### src/rtl/mem_access_unit_pkg.sv
// Shared types and helpers for the data-memory access stage.
package mem_access_unit_pkg;

  typedef enum logic [1:0] {
    IDLE = 2'd0,
    WAIT = 2'd1,
    RESP = 2'd2
  } state_e;

  localparam logic [3:0] BE_WORD = 4'b1111;
  localparam logic [3:0] BE_BYTE0 = 4'b0001;

  // Pick byte lane a of a little-endian word and sign-extend it to 32 bits.
  function automatic logic [31:0] lane_sext(input logic [31:0] word, input logic [1:0] a);
    logic [7:0] b;
    case (a)
      2'd0:    b = word[7:0];
      2'd1:    b = word[15:8];
      2'd2:    b = word[23:16];
      default: b = word[31:24];
    endcase
    return {{24{b[7]}}, b};
  endfunction

  // Byte enables for an access: all lanes for a word, one-hot lane for a byte.
  function automatic logic [3:0] addr_to_be(input logic [1:0] a, input logic is_byte);
    if (!is_byte) return BE_WORD;
    return BE_BYTE0 << a;
  endfunction

endpackage

### src/rtl/mem_access_unit_load_align.sv
// Load alignment: turns the raw memory word into the architectural load value.
module mem_load_align
  import mem_access_unit_pkg::*;
(
  input  logic [1:0]  addr_lo_i,
  input  logic        is_byte_i,
  input  logic [31:0] rdata_i,
  output logic [31:0] rdata_o
);

  // Word loads pass through; byte loads select and sign-extend one lane.
  always_comb begin
    rdata_o = rdata_i;
    if (is_byte_i) rdata_o = lane_sext(rdata_i, addr_lo_i);
  end

endmodule

### src/rtl/mem_access_unit.sv
// Data-memory access stage: issues one request/ack transaction per memory
// instruction, stalls upstream while it is in flight, and returns load data.
module mem_access_unit
  import mem_access_unit_pkg::*;
#(
  parameter int unsigned TIMEOUT = 16,
  parameter int unsigned CNT_W   = 5
) (
  input  logic        clock,
  input  logic        reset,
  input  logic        in_valid,
  input  logic [31:0] in_addr,
  input  logic [31:0] in_wdata,
  input  logic        in_memRead,
  input  logic        in_memWrite,
  input  logic        in_byte,
  output logic        mem_req,
  output logic        mem_we,
  output logic [31:0] mem_addr,
  output logic [31:0] mem_wdata,
  output logic [3:0]  mem_be,
  input  logic        mem_ack,
  input  logic [31:0] mem_rdata,
  output logic [31:0] readData,
  output logic        stall,
  output logic        wb_clear,
  output logic        done,
  output logic        align_err,
  output logic        bus_err
);

  localparam logic [CNT_W-1:0] CNT_LAST = CNT_W'(TIMEOUT - 1);

  state_e            state_q, state_d;
  logic              req_q, req_d;
  logic              we_q, we_d;
  logic [31:0]       addr_q, addr_d;
  logic [31:0]       wdata_q, wdata_d;
  logic [3:0]        be_q, be_d;
  logic [1:0]        addr_lo_q, addr_lo_d;
  logic              byte_q, byte_d;
  logic [CNT_W-1:0]  cnt_q, cnt_d;
  logic              berr_q, berr_d;
  logic [31:0]       rdata_q, rdata_d;
  logic [31:0]       load_val;
  logic              acc, mis;

  assign acc = in_valid & (in_memRead | in_memWrite);
  assign mis = acc & ~in_byte & (in_addr[1:0] != 2'b00);

  mem_load_align u_align (
    .addr_lo_i (addr_lo_q),
    .is_byte_i (byte_q),
    .rdata_i   (mem_rdata),
    .rdata_o   (load_val)
  );

  // Next-state, request datapath and pipeline-control outputs.
  always_comb begin
    state_d   = state_q;
    req_d     = req_q;
    we_d      = we_q;
    addr_d    = addr_q;
    wdata_d   = wdata_q;
    be_d      = be_q;
    addr_lo_d = addr_lo_q;
    byte_d    = byte_q;
    cnt_d     = cnt_q;
    berr_d    = berr_q;
    rdata_d   = rdata_q;
    stall     = 1'b0;
    wb_clear  = 1'b0;
    done      = 1'b0;
    align_err = 1'b0;
    bus_err   = 1'b0;
    case (state_q)
      IDLE: begin
        wb_clear = ~in_valid;
        if (mis) begin
          align_err = 1'b1;
          wb_clear  = 1'b1;
        end else if (acc) begin
          stall     = 1'b1;
          wb_clear  = 1'b1;
          state_d   = WAIT;
          req_d     = 1'b1;
          // Both read and write set resolves to a store.
          we_d      = in_memWrite;
          addr_d    = {in_addr[31:2], 2'b00};
          be_d      = addr_to_be(in_addr[1:0], in_byte);
          wdata_d   = in_byte ? {4{in_wdata[7:0]}} : in_wdata;
          addr_lo_d = in_addr[1:0];
          byte_d    = in_byte;
          cnt_d     = '0;
          berr_d    = 1'b0;
        end
      end
      WAIT: begin
        stall    = 1'b1;
        wb_clear = 1'b1;
        if (mem_ack) begin
          rdata_d = we_q ? '0 : load_val;
          req_d   = 1'b0;
          we_d    = 1'b0;
          state_d = RESP;
        end else if (cnt_q == CNT_LAST) begin
          rdata_d = '0;
          req_d   = 1'b0;
          we_d    = 1'b0;
          berr_d  = 1'b1;
          state_d = RESP;
        end else if (cnt_q != '1) begin
          cnt_d = cnt_q + 1'b1;
        end
      end
      RESP: begin
        done    = 1'b1;
        bus_err = berr_q;
        state_d = IDLE;
      end
      default: state_d = IDLE;
    endcase
  end

  // State and request registers with synchronous reset.
  always_ff @(posedge clock) begin
    if (reset) begin
      state_q   <= IDLE;
      req_q     <= 1'b0;
      we_q      <= 1'b0;
      addr_q    <= '0;
      wdata_q   <= '0;
      be_q      <= '0;
      addr_lo_q <= '0;
      byte_q    <= 1'b0;
      cnt_q     <= '0;
      berr_q    <= 1'b0;
      rdata_q   <= '0;
    end else begin
      state_q   <= state_d;
      req_q     <= req_d;
      we_q      <= we_d;
      addr_q    <= addr_d;
      wdata_q   <= wdata_d;
      be_q      <= be_d;
      addr_lo_q <= addr_lo_d;
      byte_q    <= byte_d;
      cnt_q     <= cnt_d;
      berr_q    <= berr_d;
      rdata_q   <= rdata_d;
    end
  end

  assign mem_req   = req_q;
  assign mem_we    = we_q;
  assign mem_addr  = addr_q;
  assign mem_wdata = wdata_q;
  assign mem_be    = be_q;
  assign readData  = rdata_q;

endmodule
### config.mk
export PLATFORM = sky130hd
export DESIGN_NAME = mem_access_unit
export DESIGN_NICKNAME = d
export VERILOG_FILES = /design/src/rtl/mem_access_unit_pkg.sv /design/src/rtl/mem_access_unit_load_align.sv /design/src/rtl/mem_access_unit.sv
export SDC_FILE = /design/constraint.sdc
export NUM_CORES = 1
export LEC_CHECK = 0
export BUFFER_PORTS_ARGS = -buffer_cell sky130_fd_sc_hd__buf_4
export CAP_MARGIN = 15
export CORE_MARGIN = 3
export CORE_UTILIZATION = 24
export DETAILED_ROUTE_END_ITERATION = 10
export PLACE_DENSITY = 0.51
export SYNTH_ARGS = -nofsm -noshare
export SYNTH_HDL_FRONTEND = slang
export SYNTH_SLANG_ARGS = --single-unit
### constraint.sdc
create_clock -name clock -period 3.1 [get_ports clock]
set_clock_uncertainty 0.2 [all_clocks]
set_input_delay 0.31 -clock clock [delete_from_list [all_inputs] [get_ports clock]]
set_output_delay 0.31 -clock clock [all_outputs]
set_load 0.005 [all_outputs]
==> summary.md <==
| Metric | Value |
|---|---|
| CP peak stage delay | ~0.6 ns |
| Area growth from synthesis to final layout | 50.4% |
| Initial Utilization | about a quarter |
| Crit Path Category | flop to output port |
| Buffer depth of the longest clock path | 2 |
| Total power density per cell area | ~450 nW/µm² |
| Placed inst area | just under 7000 µm² |
| WP data arrival | 1.89 ns |
| Library cells used by synthesis | 55 |
| Core region area | ~20000 µm² |
| Antenna cells | 0 |
| Commonest non-fill, non-tap cell in the layout | sky130_fd_sc_hd__buf_4 |
| Run status | finished, final reports clean |
| Remaining number of nets flagged by the antenna check after routing | 0 |
| Launch point of the worst reg-to-reg path | cnt_q[0] |
| Overall Global Routing Usage | 14.3% |
| EDFF count, synth | 0 |
| CTS Root Buffer Type | sky130_fd_sc_hd__clkbuf_16 |
| DRC Markers | 0 |
| Number of vias per cell after detailed routing | between 4 and 5 |
| Post-CTS Setup Bufs | 0 |
| Worst slack, placed | between 0.7 and 0.8 ns |
| Number of H-tree levels | 3 |
| Fraction of final layout cells sized beyond drive strength 1 | 35.4% |
| Final standard cell area without fillers | 7610 µm² |
| Slew Limit Headroom | 28.6% |
| Total leakage power | between 3 and 4 nW |
| Clock transition at path regs | 0.08 ns |
| IO Pins | 210 |
| Post-detailed-routing wire length | approximately 17000 µm |
| Worst reg2reg endpoint | readData[16] |
| Proportion of synthesized flip-flops having asynchronous set or reset | 0% |
| Terminating pin of the worst hold path | mem_addr[22] |
| Number of cells upsized or downsized after cts | 0 |
| Clock latency reported for the late side of the worst-skew pair | around 0.35 ns |
| Final setup violating endpoints | 0 |
| Die extent in x | ~150 µm |
| Final RePlAce weighted congestion | 0.800 |
| Hold Fails Final Rpt | 0 |
| TritonCTS Sinks | between 100 and 150 |
| Reg2Reg Setup Slack | ~0.77 ns |
| Total count of max-transition violations in the final report | 0 |
| Path depth of the worst reg2reg path | 7 |
| Worst VDD drop | between 200 and 250 µV |
| Number of buffer cells added on primary ports | 207 |
| Clock tree from TritonCTS | built |
| Chain of cells forming the critical path | inv_1, a221oi_1, buf_4 |
| Iteration-0 DRC Markers | around 150 |
| Worst setup SP type | flop |
| Overall via count from detail_route | about 4800 |
| Most frequently used flop master after synthesis | sky130_fd_sc_hd__dfxtp_1 |
| Pin slew with the least headroom to its limit | between 1 and 1.5 ns |
| Post-route setup slack | between 0.7 and 0.8 ns |
| Part of the Yosys area used for sequential elements | a little over two fifths |
| First-pass GRT wire length | 25800 µm |
| Largest net degree at the start of global routing | just over 70 |
| Warnings, synthesis | 0 |
| Final layout net count | about 860 |
| Final cycle utilization of the critical path | between 70% and 80% |
| Count of maximum capacitance violations | 0 |
| Row count | 52 |
| Final core utilization | between 30% and 40% |
| Setup TNS | 0 ns |
| Total of hold buffers inserted after clock tree synthesis | 50 |
| Height of the die | about 150 µm |
| Count of non-filler cells in the finished layout | 1033 |
| Crit-path slowest cell | sky130_fd_sc_hd__dfxtp_1 |
| Initial antenna violation count | 0 |
| Most frequent cells in the layout | sky130_fd_sc_hd__buf_4, sky130_fd_sc_hd__dfxtp_1, sky130_fd_sc_hd__nand2_1, sky130_fd_sc_hd__dlygate4sd3_1, sky130_fd_sc_hd__mux2i_1 |
| Critical Path Sink Type | output port |
| Total congestion overflow after global routing | 0 |
| Worst path required time | between 2 and 3 ns |
| Die area | about 23000 µm² |
| Fin crit period | roughly 2.4 ns |
| Post-Synthesis Mean Instance Area | 9.54 µm² |
| Number of global-route vias before repair | between 4000 and 5000 |
| Avg WL per Cell | 16.3 µm |
| Hold depth | 3 |
| Maximum net fanout on the critical path | 15 |
| Summed instance area of the synthesized netlist | about 5000 µm² |
| Detailed Routing Iterations Pass 1 | 4 |
| Number of storage elements in the synthesis netlist | ~110 |
| Number of instances in the placed design | just under 1000 |
| Peak Freq | 417 MHz |
| Cell count after synthesis | 530 |
| HPWL Detailed | 11400 µm |
| Worst Hold Class | primary input to flop |
| Min-delay src | in_addr[22] |
| Number of clock buffers inserted by TritonCTS | 9 |
| RSZ-0062 raised after global routing | no |
[power by group]
group | leakage, nW | switching (mW) | total, mW | internal, mW
clock network | 0.151 | 0.599 | 1.25 | 0.649
registers | 0.905 | 0.0505 | 1.55 | 1.50
logic | 2.13 | 0.266 | 0.601 | 0.334
total | 3.19 | 0.916 | 3.40 | 2.48
[area by class of cell]
class,instances,area [µm²]
fillers,2056,12900
clock inverters,7,86.3
inverters,34,128
well taps,270,338
clock buffers,9,225
multi-input cells,335,2450
flip-flops and latches,111,2220
repair buffers,267,2150
[routing by layer]
metal / part of all wire, % / wire length (µm) / GRT usage (%) / vias up
met5: 0 / 0 / 0 / -
met2: 44 / 7460 / 22.4 / 174
met4: 1.2 / 204 / 4.08 / 0
met1: 45 / 7550 / 18.6 / 2214
met3: 9.4 / 1590 / 5.15 / 13
li1: - / - / - / 2377
[kinds of logic after synthesis]
| kind of cell | count (synthesis) | share of synthesized area, % |
|---|---|---|
| simple gates | 159 | 16.3 |
| compound gates | 98 | 15.8 |
| mux | 73 | 15.4 |
| other cells | 1 | 0.0741 |
| flops | 111 | 43.9 |
| buf+inv | 85 | 7.82 |
| fa+ha+maj | 3 | 0.742 |
[cell usage after synthesis, drive strengths merged (4+ instances only)]
cell type / instances / area share [%]
a21oi: 5 / 0.49
mux2i: 44 / 8.7
nor2: 8 / 0.59
nor4: 26 / 3.2
a31oi: 4 / 0.49
nor3: 5 / 0.59
o2bb2ai: 5 / 0.87
a211oi: 25 / 3.7
dfxtp: 111 / 44
nand2b: 6 / 0.74
nand2: 83 / 6.2
nor2b: 4 / 0.49
or3: 4 / 0.49
a221oi: 4 / 0.69
buf: 25 / 3.4
mux2: 28 / 6.2
clkbuf: 26 / 1.9
o211ai: 5 / 0.74
a221o: 25 / 4.9
inv: 33 / 2.4
o21ai: 7 / 0.69
[registers in the layout (all words and copies together), names as in the netlist]
signal,flops
mem_addr,30
mem_wdata,32
addr_lo_q,2
mem_be,4
mem_we,1
berr_q,1
mem_req,1
readData,32
cnt_q,5
byte_q,1
state_q,2
[worst max path at each step]
| stage | start | to | slack, ns | cells past startpoint |
|---|---|---|---|---|
| CTS | state_q[0] | stall | 0.69 | 3 |
| detailed placement | in_byte | mem_be[3] | 0.73 | 4 |
| global route | state_q[0] | stall | 0.47 | 3 |
| floorplan | cnt_q[0] | cnt_q[4] | 1.03 | 6 |
| finish | state_q[0] | stall | 0.70 | 3 |
| global placement | in_byte | mem_be[1] | 0.73 | 4 |
[metrics by stage]
stage	power, mW	hold WS [ns]
final	3.40	0.0199
after global routing	3.57	0.0241
after CTS	3.46	0.00190
after detailed placement	2.14	0.245
after global placement	2.14	0.245
after floorplan	1.84	0.248
[critical path, delay by kind of cell (launching register included)]
family | cells | cell delay, ns
AO/OA/AOI/OAI | 1 | 0.59
buffers and inverters | 2 | 0.35
flip-flops | 1 | 0.60
Power figures use the tool's default switching activity.
